[src/rtl/mem_arbiter.sv]
// -----------------------------------------------------------------------------
// mem_arbiter
//   Arbitrates instruction fetch, load and committed store requests onto a
//   single byte engine. Fixed priority is store > load > fetch. The winner's
//   fields are latched and held on the eng_* outputs while the job runs.
//   A speculative flush cancels in-flight fetch/load jobs but never a store.
//
//   Optional feature (macro MEM_ARBITER_STARVE_GUARD_EN):
//     fetch anti-starvation. A 4-bit counter records how many arbitrations in
//     a row fetch has lost. Once it reaches STARVE_LIMIT, a pending fetch
//     beats a load, but never a store. Without the macro the counter does not
//     exist and pure fixed priority applies.
//
//   Parameters
//     STARVE_LIMIT  anti-starvation threshold, 1..15 (default 4)
//
//   Ports
//     clk        clock, rising edge
//     rst        synchronous active-high reset; overrides every other input
//     rdy        when low, every register (outputs included) holds
//     flush      speculative-cancel pulse
//     fet_req/fet_addr                   fetch request, held until granted
//     ld_req/ld_op/ld_addr/ld_id         load request, held until granted
//     st_req/st_op/st_addr/st_val        store request, held until granted
//     fet_gnt/ld_gnt/st_gnt              registered one-cycle grant pulses
//     eng_start  one-cycle pulse launching the engine job
//     eng_kind   0 fetch, 1 load, 2 store
//     eng_op/eng_addr/eng_val/eng_id     latched job fields
//     eng_abort  one-cycle pulse cancelling the in-flight job
//     eng_done   engine completion pulse (ignored while idle)
//     arb_busy   high while a job is in flight
// -----------------------------------------------------------------------------
`ifndef XLEN
`define XLEN 32
`endif
`ifndef INST_OP_WIDTH
`define INST_OP_WIDTH 4
`endif
`ifndef ROB_SIZE_WIDTH
`define ROB_SIZE_WIDTH 4
`endif

module mem_arbiter #(
  parameter int STARVE_LIMIT = 4
) (
  input  logic                       clk,
  input  logic                       rst,
  input  logic                       rdy,
  input  logic                       flush,
  input  logic                       fet_req,
  input  logic [`XLEN-1:0]           fet_addr,
  input  logic                       ld_req,
  input  logic [`INST_OP_WIDTH-1:0]  ld_op,
  input  logic [`XLEN-1:0]           ld_addr,
  input  logic [`ROB_SIZE_WIDTH-1:0] ld_id,
  input  logic                       st_req,
  input  logic [`INST_OP_WIDTH-1:0]  st_op,
  input  logic [`XLEN-1:0]           st_addr,
  input  logic [`XLEN-1:0]           st_val,
  output logic                       fet_gnt,
  output logic                       ld_gnt,
  output logic                       st_gnt,
  output logic                       eng_start,
  output logic [1:0]                 eng_kind,
  output logic [`INST_OP_WIDTH-1:0]  eng_op,
  output logic [`XLEN-1:0]           eng_addr,
  output logic [`XLEN-1:0]           eng_val,
  output logic [`ROB_SIZE_WIDTH-1:0] eng_id,
  output logic                       eng_abort,
  input  logic                       eng_done,
  output logic                       arb_busy
);

  if (STARVE_LIMIT < 1 || STARVE_LIMIT > 15) begin : g_bad_starve_limit
    $error("mem_arbiter: STARVE_LIMIT must be in 1..15");
  end

  typedef enum logic {
    IDLE = 1'b0,
    BUSY = 1'b1
  } state_t;

  localparam logic [1:0] KIND_FET = 2'd0;
  localparam logic [1:0] KIND_LD  = 2'd1;
  localparam logic [1:0] KIND_ST  = 2'd2;

  state_t state, state_nx;

  logic idle;
  logic fet_boost;
  logic pick_st, pick_ld, pick_fet;

  logic                       fet_gnt_d, ld_gnt_d, st_gnt_d;
  logic                       eng_start_d, eng_abort_d;
  logic [1:0]                 eng_kind_d;
  logic [`INST_OP_WIDTH-1:0]  eng_op_d;
  logic [`XLEN-1:0]           eng_addr_d;
  logic [`XLEN-1:0]           eng_val_d;
  logic [`ROB_SIZE_WIDTH-1:0] eng_id_d;

  // ---------------------------------------------------------------------------
  // Arbitration. Only evaluated in IDLE; the three picks are mutually
  // exclusive. Flush removes load and fetch from contention but not store.
  // ---------------------------------------------------------------------------
  assign idle     = (state == IDLE);
  assign pick_st  = idle && st_req;
  assign pick_fet = idle && !flush && !st_req && fet_req && (fet_boost || !ld_req);
  assign pick_ld  = idle && !flush && !st_req && ld_req && !fet_boost;

`ifdef MEM_ARBITER_STARVE_GUARD_EN
  localparam logic [3:0] LIMIT = 4'(STARVE_LIMIT);

  logic [3:0] starve_cnt;

  assign fet_boost = fet_req && (starve_cnt == LIMIT);

  // Counts arbitrations a pending fetch has lost; cleared when fetch wins.
  always_ff @(posedge clk) begin
    if (rst) begin
      starve_cnt <= '0;
    end else if (rdy) begin
      if (pick_fet) begin
        starve_cnt <= '0;
      end else if (fet_req && (pick_st || pick_ld) && (starve_cnt != LIMIT)) begin
        starve_cnt <= starve_cnt + 4'd1;
      end
    end
  end
`else
  assign fet_boost = 1'b0;
`endif

  // ---------------------------------------------------------------------------
  // State register and registered outputs
  // ---------------------------------------------------------------------------
  // NOTE: sequential state uses non-blocking assignments so every register
  // samples pre-edge values; combinational blocks use blocking assignments.
  always_ff @(posedge clk) begin
    if (rst) begin
      state     <= IDLE;
      fet_gnt   <= 1'b0;
      ld_gnt    <= 1'b0;
      st_gnt    <= 1'b0;
      eng_start <= 1'b0;
      eng_abort <= 1'b0;
      eng_kind  <= '0;
      eng_op    <= '0;
      eng_addr  <= '0;
      eng_val   <= '0;
      eng_id    <= '0;
    end else if (rdy) begin
      state     <= state_nx;
      fet_gnt   <= fet_gnt_d;
      ld_gnt    <= ld_gnt_d;
      st_gnt    <= st_gnt_d;
      eng_start <= eng_start_d;
      eng_abort <= eng_abort_d;
      eng_kind  <= eng_kind_d;
      eng_op    <= eng_op_d;
      eng_addr  <= eng_addr_d;
      eng_val   <= eng_val_d;
      eng_id    <= eng_id_d;
    end
  end

  // ---------------------------------------------------------------------------
  // Next-state logic. Completion wins over a coincident flush, and a store
  // job ignores flush entirely.
  // ---------------------------------------------------------------------------
  always_comb begin
    state_nx = state;
    case (state)
      IDLE: begin
        if (pick_st || pick_ld || pick_fet) state_nx = BUSY;
      end
      BUSY: begin
        if (eng_done) begin
          state_nx = IDLE;
        end else if (flush && (eng_kind != KIND_ST)) begin
          state_nx = IDLE;
        end
      end
      default: state_nx = IDLE;
    endcase
  end

  // ---------------------------------------------------------------------------
  // Output logic: next values of the registered outputs. Job fields hold
  // unless a new job is launched.
  // ---------------------------------------------------------------------------
  // NOTE: every signal gets a default at the top so no path leaves it
  // unassigned, which would otherwise infer a latch.
  always_comb begin
    fet_gnt_d   = 1'b0;
    ld_gnt_d    = 1'b0;
    st_gnt_d    = 1'b0;
    eng_start_d = 1'b0;
    eng_abort_d = 1'b0;
    eng_kind_d  = eng_kind;
    eng_op_d    = eng_op;
    eng_addr_d  = eng_addr;
    eng_val_d   = eng_val;
    eng_id_d    = eng_id;

    if (pick_st) begin
      st_gnt_d    = 1'b1;
      eng_start_d = 1'b1;
      eng_kind_d  = KIND_ST;
      eng_op_d    = st_op;
      eng_addr_d  = st_addr;
      eng_val_d   = st_val;
      eng_id_d    = '0;
    end else if (pick_ld) begin
      ld_gnt_d    = 1'b1;
      eng_start_d = 1'b1;
      eng_kind_d  = KIND_LD;
      eng_op_d    = ld_op;
      eng_addr_d  = ld_addr;
      eng_val_d   = '0;
      eng_id_d    = ld_id;
    end else if (pick_fet) begin
      fet_gnt_d   = 1'b1;
      eng_start_d = 1'b1;
      eng_kind_d  = KIND_FET;
      eng_op_d    = '0;
      eng_addr_d  = fet_addr;
      eng_val_d   = '0;
      eng_id_d    = '0;
    end

    if ((state == BUSY) && flush && !eng_done && (eng_kind != KIND_ST)) begin
      eng_abort_d = 1'b1;
    end
  end

  assign arb_busy = (state == BUSY);

endmodule

[config.mk]
export PLATFORM = sky130hd
export DESIGN_NAME = mem_arbiter
export DESIGN_NICKNAME = d
export VERILOG_FILES = /design/src/rtl/mem_arbiter.sv
export SDC_FILE = /design/constraint.sdc
export NUM_CORES = 1
export LEC_CHECK = 0
export BUFFER_PORTS_ARGS = -buffer_cell sky130_fd_sc_hd__buf_4
export CORE_UTILIZATION = 39
export CTS_CLUSTER_DIAMETER = 50
export DETAILED_ROUTE_END_ITERATION = 10
export HOLD_SLACK_MARGIN = 0.03
export PLACE_DENSITY = 0.74
export SYNTH_ARGS = -nofsm -noshare
export SYNTH_HDL_FRONTEND = slang
export SYNTH_SLANG_ARGS = --single-unit
[constraint.sdc]
create_clock -name clk -period 1.7 [get_ports clk]
set_clock_uncertainty 0.2 [all_clocks]
set_input_delay 0.255 -clock clk [delete_from_list [all_inputs] [get_ports clk]]
set_output_delay 0.255 -clock clk [all_outputs]
set_load 0.005 [all_outputs]
* Word-level counts from Yosys, hierarchy flattened *
Index checks and enable logic that the tools add are counted.

word-level totals
  register bits = 80
  latch bits = 0
  RAM bits = 0
  ROM bits = 0
  word-level logic and storage cells = 58
  memories kept = 0

operators by class
  add/sub/neg operators = 0
  $mul = 0
  divide/modulo/power cells = 0
  $lt $le $gt $ge = 0
  eq/ne operators = 1
  shift-type cells = 0
  multiplexer cells = 27
  bitwise gates (word level) = 1
  reductions and logical operators = 18

operator list
  kind                  count
  $mux W32              6
  $mux W4               5
  $mux W1               12
  $logic_and A1 B1 Y1   10
  $mux W2               3
  $logic_not A1 Y1      4
  $reduce_bool A3 Y1    1
  $logic_or A1 B1 Y1    2
  $ne A2 B2 Y1 const B  1
  $pmux W1 S2           1
  $reduce_and A2 Y1     1
  $not A1 Y1            1

* Depth between registers and ports, before layout *
Gate-level depths: netlist of the first run.

  word-level depth = 8
  depth in mapped cells = 6
  gate-level depth less buffers = 3

* Worst setup path after synthesis of the first run *
No wires, ideal clock.

  kind = input to register
  start = input st_req
  end = register eng_addr[18]
  arrival time = 1330 ps
  data required time = 1376 ps
  path slack = 46 ps
  cell stages on the path = 6
  buffers on the path = 3
  path through = buf_2 -> or4b_4 -> buf_6 -> buf_6 -> nor2_1 -> o32ai_1

on the way
  word-level cells in the longest chain between the ends = 6
  elaborated cells on any way between the ends = 10

ends and longest elaborated chain
  item                                 line      source
  from (decl)                          56        input logic st_req,
  $logic_not A1 Y1                     107, 108
  $logic_and A1 B1 Y1                  107, 108
  $logic_and A1 B1 Y1 (2 in series)    107       assign pick_fet = idle && !flush && !st_req && fet_req && (fet_boost || !ld_req);
  $reduce_bool A3 Y1 (no source line)  --
  $reduce_and A2 Y1 (no source line)   --
  to (signal assigned)                 160       eng_addr <= eng_addr_d;
  to (decl)                            66        output logic [`XLEN-1:0] eng_addr,

Several ways; a longest one is shown, not always the timed one.
A chain may end at the register's enable or synchronous reset.

==> results of run 1 <==
report_power, final:
part	total (uW)	internal, uW	leakage, uW	switching [uW]
sequential	2060	1990	0.000654	68.1
clock	1610	876	0.000117	737
combinational	1140	651	0.00197	486
worst max-delay path: cells and delay by family:
family,cells,cell delay [ps]
buf+inv,5,1100
compound gates,1,290
simple gates,1,70
sequential cells by signal (all words and copies together), names as in the netlist:
signal,cells
eng_op,4
fet_gnt,1
eng_abort,1
eng_start,1
arb_busy,1
eng_id,4
st_gnt,1
eng_addr,32
eng_kind,2
eng_val,32
ld_gnt,1
per-stage QoR:
stage	setup WS (ps)	TNS, ps	power [uW]	hold slack (ps)	cell area, sq um
final	19.06	0	4808	42.39	6307
after global routing	-14.51	-42.23	5009	30.60	6307
after CTS	32.51	0	4792	30.10	6211
after detailed placement	-13.10	-18.78	3113	259.5	5532
after global placement	19.86	0	3091	256.2	5532
after floorplan	45.78	0	2504	191.0	3654
worst max-delay path by stage:
| stage | start | to | depth (start not counted) | slack [ps] |
|---|---|---|---|---|
| after floorplan | st_req | eng_addr[18]$_SDFFE_PP0P_ | 6 | 50 |
| after global placement | st_req | eng_addr[24]$_SDFFE_PP0P_ | 4 | 20 |
| after detailed placement | st_req | eng_addr[18]$_SDFFE_PP0P_ | 4 | -10 |
| after CTS | rst | eng_addr[27]$_SDFFE_PP0P_ | 6 | 30 |
| after global routing | rst | eng_addr[8]$_SDFFE_PP0P_ | 7 | -10 |
| final | rst | eng_addr[8]$_SDFFE_PP0P_ | 7 | 20 |
repair_timing:
item | in CTS | in global routing
endpoints found under the setup margin | 0 | 24
resized for setup | 0 | 10
hold buffers | 45 | 2
setup buffers | 0 | 1
hold endpoints to repair | 45 | 2
cell usage after synthesis:
library cell / count / area, sq um
or4b_4: 1 / 13.76
nand4_1: 1 / 6.260
nor2b_1: 9 / 56.30
a21oi_1: 43 / 215.2
a31oi_1: 4 / 25.02
or3_1: 1 / 6.260
clkbuf_1: 28 / 105.1
nand2_1: 63 / 236.5
nand2b_1: 10 / 62.56
a311oi_1: 3 / 26.28
nor3_2: 2 / 20.02
inv_1: 2 / 7.510
o31ai_1: 42 / 315.3
nand3b_1: 3 / 22.52
or2_2: 1 / 6.260
buf_2: 18 / 90.09
o32ai_1: 58 / 508.0
a22oi_1: 4 / 30.03
nor2_1: 30 / 112.6
clkbuf_2: 1 / 5.000
and3b_1: 1 / 8.760
nor3b_4: 1 / 18.77
buf_6: 3 / 33.78
a222oi_1: 3 / 30.03
dfxtp_1: 80 / 1602
nand3_1: 5 / 25.02
nand4b_1: 2 / 17.52
o21ai_0: 1 / 5.000
buf_4: 1 / 7.510
o311ai_0: 4 / 35.03
area by class of cell:
| cell class | count | area share |
|---|---|---|
| clock buffer | 10 | 0.02182 |
| multi-input combinational | 292 | 0.2958 |
| clock inverter | 6 | 0.01448 |
| tap | 108 | 0.02142 |
| inverter | 2 | 0.001190 |
| sequential | 80 | 0.2539 |
| timing repair buffer | 297 | 0.3914 |
kinds of logic after synthesis:
family	count (synthesis)
AOI/OAI and AO/OA	162
buffers and inverters	53
DFF	80
and+or+nand+nor	130
per-layer routing:
layer,GRT usage,up-vias,share of wire
met4,0.1286,0,0.030
met1,0.3251,2145,0.39
met5,0,-,0
met3,0.07092,33,0.080
met2,0.4879,226,0.50
li1,-,2127,-
==> impl_metrics.py, run 1 <==
metrics = {
    "global_route": {
        "antenna_found_initial": 0,
        "grt_pass1_vias": 4497,
        "grt_max_degree": 45,
        "track_usage": 0.2811,
        "grt_overflow": 0,
        "grt_first_pass_wirelength_um": 21840,
    },
    "status": {
        "status": "completed",
    },
    "cts": {
        "cts_sinks": 80,
        "cts_buffers": 9,
        "cts_tree": "yes",
        "clk_pin_slew_worst_paths_ps": 90,
        "cts_buffer_depth": 2,
        "cts-root-buf": "clkbuf_8",
        "insertion_delay_ps": 330,
        "h-tree-depth": 3,
    },
    "floorplan": {
        "die_y_um": 98.79,
        "die_x_um": 98.79,
        "die-area_sq_mm": 0.009759,
        "ios": 228,
        "initial_core_util": 0.4109,
        "core-area_sq_mm": 0.008891,
        "num_rows": 34,
    },
    "hold_path": {
        "hold_path_class": "in -> reg",
        "whs_endpoint": "eng_addr[0]$_SDFFE_PP0P_",
        "whs_path_depth": 3,
        "hp-start": "ld_addr[0]",
    },
    "setup_path": {
        "rrSetupSlack_ps": 50,
        "cp-end-kind": "flop",
        "required_ps": 1740,
        "path_cells": "dlygate4sd3_1 -> buf_4 -> inv_2 -> nand4_1 -> buf_4 -> buf_12 -> o32ai_1",
        "reg2reg_from": "arb_busy$_SDFFE_PP0P_",
        "rr_worst_depth": 3,
        "slowest_delay_ps": 550,
        "cp_max_fo": 15,
        "path_class": "in -> reg",
        "critPathLaunchType": "input pin",
        "critical_path_arrival_ps": 1720,
        "cpMostUsedCell": "buf_4",
        "critical-path-slowest-cell": "dlygate4sd3_1",
        "reg2reg_to": "eng_addr[26]$_SDFFE_PP0P_",
    },
    "logic_synthesis": {
        "synth_fa_ha_area_frac": 0,
        "synth.area.mux_share": 0,
        "synth_top_family_by_area": "compound AO/OA/AOI/OAI gates",
        "ys_seq_elements": 80,
        "syn_area_sq_mm": 0.003654,
        "synth_nets": 573,
        "yosys.area_share.simple": 0.1678,
        "synth_compound_area_frac": 0.3257,
        "ys_seq_area_frac": 0.4384,
        "post_synth_inst_count": 425,
        "avgSynthCellArea_sq_um": 8.596,
        "yosys_warnings": 0,
        "synth.distinct_cells": 30,
        "synth_xor_area_frac": 0,
    },
    "cells_and_area": {
        "post_route_cells_drive_above_1_share": 0.4090,
        "nNetsFinal": 830,
        "final_cell_mix": "buf_4 (240), dfxtp_1 (80), nand2_1 (63)",
        "multi_input_area_sq_mm": 0.001866,
        "regArea_sq_mm": 0.001602,
        "instances_no_fill": 795,
        "postLayoutCoreUtil": 0.7094,
        "fillers": 679,
        "final_common_cell": "buf_4",
        "area_delta_synth_final_pct": 72.64,
        "n_antenna_cell": 0,
    },
    "place": {
        "place.port_buffers": 227,
        "dpl.cell_count": 730,
        "hpwl_um": 9609,
        "place.gp.congestion": 0.8331,
    },
    "detailed_routing": {
        "wire_per_inst_um": 17.92,
        "drt_first_pass_iters": 5,
        "ant_nets": 0,
        "route.detailed.drc": 0,
        "drt_wl_total_um": 14250,
        "vias_per_cell": 5.699,
        "via_count": 4531,
        "drt_iter0_markers": 182,
    },
    "sta": {
        "finalCriticalPeriod_ps": 1681,
        "worst_slew_pin_slew_ps": 575.0,
        "slew_viol_final": 0,
        "fmax_mhz": 594.9,
        "slew_headroom": 0.6159,
        "finalCritPeriodShare": 0.9888,
        "setup_viol": 0,
        "rsz0062_at_grt": "yes",
        "finalHoldViolations": 0,
    },
    "job": {
        "drv_cap": 0,
    },
    "pwr": {
        "p_leak_uw": 0.002740,
        "power.density_mw_per_mm2": 762.2,
        "max-vdd-ir-drop_mv": 0.5083,
    },
}
(Power assumes the default switching activity.)
==> inputs of run 2 (changes only) <==
==> constraint.sdc (replaced) <==
create_clock -name clk -period 1.7 [get_ports clk]
set_clock_uncertainty 0.2 [all_clocks]
set_input_delay 0.17 -clock clk [delete_from_list [all_inputs] [get_ports clk]]
set_output_delay 0.17 -clock clk [all_outputs]
set_load 0.005 [all_outputs]
==> run 2 against run 1 <==
  * The run now ends with setup timing left
  * Clock-buffer cell count is the same
  * First-iteration DRC count increased by 9.9%
  * Critical path type is now reg -> reg
  * Combinational power up 18%
  * Maximum frequency shrank 2.9%
  * Power shrank 0.34%
  * Largest power group unchanged
==> impl_metrics.py, run 2 (synthesis results as in run 1) <==
metrics = {
    "floorplan": {
        "num_rows": 34,
        "die-area_sq_mm": 0.009759,
        "initial_core_util": 0.4109,
        "die_y_um": 98.79,
        "ios": 228,
        "core-area_sq_mm": 0.008891,
        "die_x_um": 98.79,
    },
    "cts": {
        "h-tree-depth": 3,
        "insertion_delay_ps": 340,
        "cts_tree": "yes",
        "clk_pin_slew_worst_paths_ps": 80,
        "cts_buffer_depth": 2,
        "cts_buffers": 9,
        "cts_sinks": 80,
        "cts-root-buf": "clkbuf_8",
    },
    "sta": {
        "setup_viol": 10,
        "slew_headroom": 0.6738,
        "worst_slew_pin_slew_ps": 489.4,
        "finalCriticalPeriod_ps": 1731,
        "finalSetupTns_ps": -116.0,
        "finalCritPeriodShare": 1.018,
        "fmax_mhz": 577.9,
        "slew_viol_final": 0,
        "finalHoldViolations": 0,
        "fin_ws_ps": -30.55,
        "rsz0062_at_grt": "yes",
    },
    "place": {
        "place.gp.congestion": 0.7816,
        "place.port_buffers": 227,
        "dpl.cell_count": 729,
        "hpwl_um": 9819,
        "placed_area_sq_mm": 0.005524,
    },
    "cells_and_area": {
        "top_regs": "eng_addr: 32 flops, eng_val: 32 flops",
        "regArea_sq_mm": 0.001602,
        "post_route_cells_drive_above_1_share": 0.3798,
        "final_common_cell": "buf_4",
        "instances_no_fill": 869,
        "multi_input_area_sq_mm": 0.001926,
        "stdcell_area_sq_mm": 0.007109,
        "area_delta_synth_final_pct": 94.59,
        "fillers": 558,
        "final_cell_mix": "buf_4 (237), dlygate4sd3_1 (122), dfxtp_1 (80)",
        "nNetsFinal": 905,
        "n_antenna_cell": 0,
    },
    "setup_path": {
        "critPathLaunchType": "flop",
        "rrSetupSlack_ps": -30,
        "rr_worst_depth": 3,
        "reg2reg_to": "eng_addr[6]$_SDFFE_PP0P_",
        "reg2reg_from": "arb_busy$_SDFFE_PP0P_",
        "cp-end-kind": "flop",
        "critPathLaunch": "arb_busy$_SDFFE_PP0P_",
        "required_ps": 1730,
        "critical_path_arrival_ps": 1760,
        "path_class": "reg -> reg",
        "cp-endpoint": "eng_addr[6]$_SDFFE_PP0P_",
        "cp_max_fo": 29,
    },
    "detailed_routing": {
        "vias_per_cell": 5.740,
        "ant_nets": 0,
        "drt_wl_total_um": 16590,
        "route.detailed.drc": 0,
        "drt_iter0_markers": 200,
        "wire_per_inst_um": 19.09,
        "via_count": 4988,
        "drt_first_pass_iters": 6,
    },
    "status": {
        "violations": "setup timing",
        "status": "finished, violations left",
    },
    "global_route": {
        "track_usage": 0.3257,
        "grt_pass1_vias": 5085,
        "grt_overflow": 0,
        "grt_max_degree": 45,
        "antenna_found_initial": 0,
        "grt_first_pass_wirelength_um": 25100,
    },
    "pwr": {
        "p_leak_uw": 0.003057,
        "power.density_mw_per_mm2": 674.0,
        "report.power.total_uw": 4791,
        "max-vdd-ir-drop_mv": 0.4692,
    },
    "job": {
        "drv_cap": 0,
    },
    "hold_path": {
        "hold_path_class": "in -> reg",
    },
}
==> run 2: cell count changes in the layout (fill, tap and decap cells not counted), moves of 2 or more <==
cell / change
o31ai_2: +5
o32ai_2: +4
o32ai_1: -4
dlygate4sd3_1: +75
buf_6: +2
o31ai_1: -5
buf_4: -3
==> run 2: stage by stage <==
step	utilization	hold slack, ps	worst slack (ps)
2_1_floorplan	-	106.0	59.56
3_3_place_gp	0.6213	194.3	87.19
3_5_place_dp	0.6213	204.4	20.47
4_1_cts	0.7806	30.10	1.363
5_1_grt	0.7996	40.13	-48.75
6_report	0.7996	31.13	-30.55
==> run 2: worst min path at each step <==
stage / to / depth (start not counted) / start
detailed placement: eng_addr[29]$_SDFFE_PP0P_ / 2 / rst
global route: eng_op[2]$_SDFFE_PP0P_ / 3 / st_op[2]
CTS: eng_addr[16]$_SDFFE_PP0P_ / 3 / fet_addr[16]
floorplan: eng_val[0]$_SDFFE_PP0P_ / 2 / st_val[0]
finish: eng_addr[20]$_SDFFE_PP0P_ / 3 / fet_addr[20]
global placement: eng_addr[29]$_SDFFE_PP0P_ / 2 / rst
==> run 2: report_power, final <==
group,total (uW),internal [uW],switching (uW)
logic,1340,777,560
clock network,1390,711,683
registers,2060,1990,71.2
==> run 2: metal layers <==
| metal | vias up | GRT usage | part of all wire |
|---|---|---|---|
| met3 | 68 | 0.08298 | 0.079 |
| met2 | 261 | 0.5890 | 0.50 |
| met5 | - | 0 | 0 |
| met4 | 0 | 0.1665 | 0.047 |
| li1 | 2272 | - | - |
| met1 | 2387 | 0.3502 | 0.37 |
==> run 2: layout make-up <==
cell class	count	area share
repair buffers	372	0.4564
multi-input cells	292	0.2709
inverters	2	0.001056
flip-flops and latches	80	0.2253
clock buffers	10	0.01936
clock inverters	5	0.008096
well taps	108	0.01901
==> run 2: critical path, cell delays in order (launching register included) <==
cell,delay [ps]
dfxtp_1,340
or4b_4,680
nor2_1,250
o32ai_1,130
==> run 2: repair_timing <==
| action | 4_1_cts | 5_1_grt |
|---|---|---|
| setup buffers | 0 | 1 |
| hold buffers | 122 | 0 |
| hold endpoints to repair | 78 | 0 |
| gates resized for setup | 0 | 20 |
| setup endpoints to repair | 0 | 64 |
